--- config.mk ---
export PLATFORM = sky130hd
export DESIGN_NAME = mem_ctrl
export DESIGN_NICKNAME = d
export VERILOG_FILES = /design/src/rtl/mem_ctrl.sv
export SDC_FILE = /design/constraint.sdc
export NUM_CORES = 1
export LEC_CHECK = 0
export BUFFER_PORTS_ARGS = -buffer_cell sky130_fd_sc_hd__buf_2
export CORE_MARGIN = 8
export CORE_UTILIZATION = 42
export CTS_CLUSTER_SIZE = 8
export DETAILED_ROUTE_END_ITERATION = 10
export PLACE_DENSITY = 0.67
export SYNTH_ARGS = -nofsm -noshare
export SYNTH_HDL_FRONTEND = slang
export SYNTH_SLANG_ARGS = --single-unit
--- constraint.sdc ---
create_clock -name clk -period 5.2 [get_ports clk]
set_clock_uncertainty 0.15 [all_clocks]
set_input_delay 1.04 -clock clk [delete_from_list [all_inputs] [get_ports clk]]
set_output_delay 1.04 -clock clk [all_outputs]
set_load 0.01 [all_outputs]
--- src/rtl/mem_ctrl.sv ---
// Byte-serial RAM port arbiter for the IF and MEM stages: MEM has priority,
// each 1/2/4-byte access is split into little-endian byte cycles on one RAM port.
module mem_ctrl #(
   parameter int ADDR_W = 32
) (
   input  logic              clk,
   input  logic              rst_n,
   input  logic              rdy,
   input  logic              if_req_i,
   input  logic [ADDR_W-1:0] if_addr_i,
   input  logic              if_cancel_i,
   output logic [31:0]       if_data_o,
   output logic              if_done_o,
   input  logic              mem_req_i,
   input  logic              mem_we_i,
   input  logic [1:0]        mem_width_i,
   input  logic [ADDR_W-1:0] mem_addr_i,
   input  logic [31:0]       mem_data_i,
   output logic [31:0]       mem_data_o,
   output logic              mem_done_o,
   input  logic [7:0]        ram_din_i,
   output logic [7:0]        ram_dout_o,
   output logic [ADDR_W-1:0] ram_addr_o,
   output logic              ram_wr_o,
   output logic              if_stall_req_o,
   output logic              mem_stall_req_o
);

   localparam logic [1:0] IDLE   = 2'd0;
   localparam logic [1:0] IF_RD  = 2'd1;
   localparam logic [1:0] MEM_RD = 2'd2;
   localparam logic [1:0] MEM_WR = 2'd3;

   logic [1:0]        state;
   logic [2:0]        cnt;
   logic [2:0]        nbytes;
   logic [ADDR_W-1:0] base;
   logic [31:0]       rd_buf;

   function automatic logic [2:0] width_bytes(input logic [1:0] w);
      case (w)
         2'b00:   width_bytes = 3'd1;
         2'b01:   width_bytes = 3'd2;
         default: width_bytes = 3'd4;
      endcase
   endfunction

   // Counter value c delivers RAM byte c-1 (one-cycle read latency).
   function automatic logic [31:0] put_byte(input logic [31:0] word, input logic [7:0] b,
                                            input logic [2:0] c);
      put_byte = word;
      case (c)
         3'd1:    put_byte[7:0]   = b;
         3'd2:    put_byte[15:8]  = b;
         3'd3:    put_byte[23:16] = b;
         3'd4:    put_byte[31:24] = b;
         default: put_byte = word;
      endcase
   endfunction

   function automatic logic [7:0] byte_sel(input logic [31:0] word, input logic [2:0] c);
      case (c)
         3'd0:    byte_sel = word[7:0];
         3'd1:    byte_sel = word[15:8];
         3'd2:    byte_sel = word[23:16];
         default: byte_sel = word[31:24];
      endcase
   endfunction

   always_ff @(posedge clk or negedge rst_n) begin
      if (!rst_n) begin
         state      <= IDLE;
         cnt        <= 3'd0;
         nbytes     <= 3'd0;
         base       <= '0;
         rd_buf     <= 32'd0;
         if_data_o  <= 32'd0;
         if_done_o  <= 1'b0;
         mem_data_o <= 32'd0;
         mem_done_o <= 1'b0;
      end else if (!rdy) begin
         // Paused: everything holds, the transfer restarts from byte 0 on resume.
         cnt <= 3'd0;
      end else begin
         if_done_o  <= 1'b0;
         mem_done_o <= 1'b0;
         case (state)
            IDLE: begin
               cnt    <= 3'd0;
               rd_buf <= 32'd0;
               if (mem_req_i && !mem_done_o) begin
                  state  <= mem_we_i ? MEM_WR : MEM_RD;
                  base   <= mem_addr_i;
                  nbytes <= width_bytes(mem_width_i);
               end else if (if_req_i && !if_done_o && !if_cancel_i) begin
                  state  <= IF_RD;
                  base   <= if_addr_i;
                  nbytes <= 3'd4;
               end
            end
            IF_RD, MEM_RD: begin
               if (state == IF_RD && if_cancel_i) begin
                  state <= IDLE;
                  cnt   <= 3'd0;
               end else begin
                  rd_buf <= put_byte(rd_buf, ram_din_i, cnt);
                  if (cnt == nbytes) begin
                     state <= IDLE;
                     cnt   <= 3'd0;
                     if (state == IF_RD) begin
                        if_data_o <= put_byte(rd_buf, ram_din_i, cnt);
                        if_done_o <= 1'b1;
                     end else begin
                        mem_data_o <= put_byte(rd_buf, ram_din_i, cnt);
                        mem_done_o <= 1'b1;
                     end
                  end else begin
                     cnt <= cnt + 3'd1;
                  end
               end
            end
            MEM_WR: begin
               if (cnt == nbytes - 3'd1) begin
                  state      <= IDLE;
                  cnt        <= 3'd0;
                  mem_done_o <= 1'b1;
               end else begin
                  cnt <= cnt + 3'd1;
               end
            end
         endcase
      end
   end

   always_comb begin
      ram_addr_o = '0;
      ram_dout_o = 8'd0;
      ram_wr_o   = 1'b0;
      if (state != IDLE) ram_addr_o = base + ADDR_W'(cnt);
      if (state == MEM_WR) begin
         ram_dout_o = byte_sel(mem_data_i, cnt);
         ram_wr_o   = rdy;
      end
   end

   // Reset gating keeps every output at 0 while rst_n is low.
   assign if_stall_req_o  = rst_n && if_req_i && !if_done_o && !if_cancel_i;
   assign mem_stall_req_o = rst_n && mem_req_i && !mem_done_o;

endmodule

Yosys cells after proc, flatten, opt, wreduce, memory -nomap -nowiden
Cells that the tools add are included.

storage, ports and cells
  logic and storage cells = 88
  output and inout bits = 109
  register bits = 138

operators by class
  bitwise gates (word level) = 2
  mux-type cells = 36
  add/subtract/negate cells = 3
  reductions and logical operators = 24
  equal/unequal tests = 14

operators by type and width
  kind                 count
  $mux 32              4
  $pmux 32 s2          1
  $mux 8               5
  $add 32x3->32        1
  $pmux 8 s3           1
  $mux 3               6
  $mux 1               10
  $mux 2               5
  $reduce_and 5->1     2
  $logic_and 1x1->1    9
  $pmux 3 s3           1
  $eq 3x2->1 const B   2
  $eq 3x3->1           2
  $ne 3x3->1 const B   2
  $pmux 2 s3           1
  $pmux 3 s2           1
  $reduce_and 3->1     2
  $reduce_bool 2->1    3
  $eq 2x1->1 const B   2
  $eq 2x2->1 const B   2
  $logic_not 2->1      2
  $ne 2x2->1 const B   2
  $reduce_and 4->1     1
  $add 3x1->3 const B  1
  8 further kinds      11

Depth between registers and ports, before layout
  depth after elaboration = 6
  gate-level depth with buffers = 9

Worst setup path after synthesis
OpenSTA, ideal clock, no wires.

  kind = register to output
  start point = register cnt[0]
  end point = output ram_addr_o[22]
  cell stages (with the launch flop) = 9
  setup slack = 1749 ps
  data arrival time = 2261 ps
  cell sequence = dfrtp_1 > ha_1 > inv_1 > fa_1 > nand2b_1 > a2111oi_4 > nand4_1 > xor2_1 > nor2_1

between the ends
  cells in the longest elaborated chain, start to end = 2

RTL lines
  item                      RTL line  text
  start: declaration        35        logic [2:0] cnt;
  start signal: assignment  118       cnt <= cnt + 3'd1;
  start signal: assignment  128       cnt <= cnt + 3'd1;
  $add 32x3->32             139       if (state != IDLE) ram_addr_o = base + ADDR_W'(cnt);
  $mux 32                   139
  end: declaration          23        output logic [ADDR_W-1:0] ram_addr_o,

Every way passes these cells.

Worst setup path in the final report
Ends and elaborated chain as after synthesis.

==> flow_summary_export.csv <==
group,metric,value,unit
run_status,status,"finished, final reports clean",
synthesis,ys_seq_elements,138,
clock_network,cts.sinks,138,
timing,min_period_over_period,0.827,
clock_network,cts_setup_buffers,0,
pwr,p_comb_frac,0.398,
pwr,power.leakage,4.40,nW
cells_and_area,layoutNonFillerInstCount,1181,
global_routing,grt_start_max_net_pins,78,
cells_and_area,post-route-util,0.538,
cells_and_area,regArea,3450,um^2
synthesis,synth_area,6920,um^2
pwr,powerDensity,586,nW/um^2
timing,final-hold-violation-count,0,
global_routing,grt_pass1_vias,6205,
cells_and_area,multi_input_area,3190,um^2
synthesis,ys_seq_area_frac,0.499,
critical_path,crit_arrival,3.11,ns
pwr,clockPowerShare,0.249,
synthesis,syn-mean-instance-area,9.23,um^2
job,drv.max_cap_violation_count,0,
detailed_routing,vias_per_cell,5.17,
synthesis,netlist_top_cells_count,"158 x nor2_1, 138 x dfrtp_1, 83 x nand2_1",
pwr,peakVddDrop,0.000333,V
global_routing,grt_antenna_before_repair,0,
clock_network,htreeDepth,4,
timing,final_max_slew_viol_count,0,
detailed_routing,firstDrtPassIters,6,
timing,fmax,0.232,GHz
pwr,p_sw,2.04,mW
synthesis,synthCells,749,
floorplan,ios,222,
timing,relSlewSlack,0.289,
global_routing,grt_pass1_wl,32200,um
synthesis,yosysWarnings,0,
synthesis,async_reset_ff_frac,1.00,
critical_path,crit_type,"reg -> out",
critical_path,startpoint_type,"flip-flop",
detailed_routing,vias,6103,
timing,fin_ws,0.898,ns
cells_and_area,fill_cells,1572,
clock_network,cts_made_buffers,17,
pwr,p_seq_frac,0.353,
synthesis,synth_top_area_share,0.499,
floorplan,die_h,144,um
synthesis,yosys.area.top_type,"dfrtp_1",
synthesis,syn_nets,877,
synthesis,yosys-top-cells-area,"dfrtp_1 50%, nor2_1 8.6%, a21oi_1 5.4%",
timing,setup_viol,0,
clock_network,clkLatencyLatePin,0.42,ns
floorplan,die_x,144,um
timing,fin_crit,4.30,ns
clock_network,cts-root-buf,"clkbuf_16",
global_routing,grt_use_total,0.198,
clock_network,cts_max_path_buffers,2,
cells_and_area,area_delta_synth_final,27.2,%
cells_and_area,diodes,0,
synthesis,synth_edf_count,0,
floorplan,dieArea,20800,um^2
cells_and_area,drive_gt1_frac,0.280,
critical_path,crit_path_end_kind,"output port",
detailed_routing,remaining_drc_errors,0,
synthesis,synth.most_common_cell,"nor2_1",
pwr,p_int,3.12,mW
placed_design,numPortBuffers,221,
timing,rsz0062_at_grt,"false",
pwr,p_sw_frac,0.395,
cells_and_area,finalNetCount,1076,
detailed_routing,wl_per_cell,17.5,um
clock_network,hold_buffers,0,
floorplan,core.rowCount,47,
clock_network,ctsResizeCount,0,
worst_hold_path,min_path_type,"reg -> reg",
critical_path,cp.required,4.01,ns
timing,worstMarginPinSlew,1.06,ns
detailed_routing,ant_nets,0,
placed_design,dpl_worst_slack,1.33,ns
detailed_routing,wirelength,20600,um
placed_design,placed_cells,1149,
clock_network,clkTransAtPathRegs,0.06,ns
placed_design,gp_congestion,0.858,
detailed_routing,drt_iter0_drc,383,
timing,fin_tns_setup,0,ns
floorplan,start_util,0.423,
synthesis,ys_types,40,
floorplan,coreArea,16300,um^2
clock_network,tritoncts,"done",
placed_design,dpl.hpwl,14700,um
critical_path,crit_fanout,10,
global_routing,overflow,0,
synthesis,ys.flop_type,"dfrtp_1",
==> kinds of logic (layout without fill, tap and decap cells) <==
| family | count (synthesis) | count (layout) | synth area share |
|---|---|---|---|
| simple gates | 300 | 300 | 0.185 |
| compound gates | 163 | 163 | 0.153 |
| flops | 138 | 138 | 0.499 |
| buf+inv | 66 | 278 | 0.0420 |
| xor+xnor | 34 | 34 | 0.0451 |
| mux | 33 | 33 | 0.0478 |
| fa+ha+maj | 15 | 15 | 0.0282 |
==> worst max-delay path, stage by stage, from the launching register on <==
cell	delay, ns
dfrtp_1	0.45
ha_1	0.21
inv_1	0.05
fa_1	0.40
nand2b_1	0.22
a2111oi_4	0.75
nand4_1	0.22
xor2_1	0.18
nor2_1	0.08
buf_2	0.13
==> registers in the layout, indices dropped and copies added, names as in the netlist <==
name and cells:
mem_data_o 32, mem_done_o 1, if_done_o 1, rd_buf 32
state 2, nbytes 3, if_data_o 32, base 32
cnt 3
==> layout by cell type (no fill, tap or decap), types with 4 or more instances in the layout <==
cell type / netlist / final
nor2_1: 158 / 157
o21ai_0: 9 / 9
buf_2: 16 / 220
ha_1: 14 / 14
inv_6: 0 / 4
a31oi_1: 33 / 33
and3_1: 4 / 4
nor3_1: 4 / 4
clkbuf_16: 0 / 17
dfrtp_1: 138 / 138
nand3_1: 14 / 14
buf_4: 6 / 7
a21oi_1: 74 / 74
nand2_1: 83 / 83
nand4_1: 14 / 14
mux2i_1: 33 / 33
a22o_1: 33 / 33
inv_1: 15 / 15
xnor2_1: 4 / 4
nand2b_1: 4 / 4
xor2_1: 29 / 29
a222oi_1: 8 / 8
==> path summary, 6_finish.rpt <==
path / to / from / depth (start not counted) / slack [ns]
min reg2reg: rd_buf[6] / rd_buf[6] / 1 / 0.35
min: rd_buf[6] / rd_buf[6] / 1 / 0.35
max in group asynchronous: base[1] / rst_n / 2 / 3.04
max: ram_addr_o[22] / cnt[0] / 9 / 0.90
min in group asynchronous: if_data_o[20] / rst_n / 1 / 0.46
max reg2reg: if_data_o[23] / cnt[2] / 6 / 2.40
==> power groups by stage <==
stage                     clock network [mW]  logic (mW)  registers (mW)
final                                   1.28        2.05            1.82
after global routing                    1.35        2.30            1.88
after CTS                               1.31        2.08            1.82
after detailed placement                   0        2.07            1.83
after global placement                     0        2.05            1.83
after floorplan                            0        1.20            1.88
==> metal layers <==
metal  up-vias  global-route usage  share of wire
met2       176               0.331           0.49
met4         0              0.0531          0.011
met1      2924               0.249           0.43
li1       2985                   -              -
met3        18              0.0525          0.066
met5         -                   0              0
==> stage by stage <==
stage               hold slack [ns]  instance area, um^2  total power [mW]
CTS                           0.353                 8790              5.21
detailed placement            0.332                 8170              3.90
floorplan                     0.315                 6920              3.09
global route                  0.366                 8790              5.53
finish                        0.350                 8790              5.15
global placement              0.331                 8170              3.88
==> final cells by class <==
| cell class | count | area share |
|---|---|---|
| tap | 220 | 0.0313 |
| timing repair buffer | 229 | 0.135 |
| multi-input combinational | 545 | 0.363 |
| clock buffer | 19 | 0.0504 |
| clock inverter | 13 | 0.0205 |
| sequential | 138 | 0.393 |
| inverter | 17 | 0.00726 |
Power figures use the tool's default switching activity.
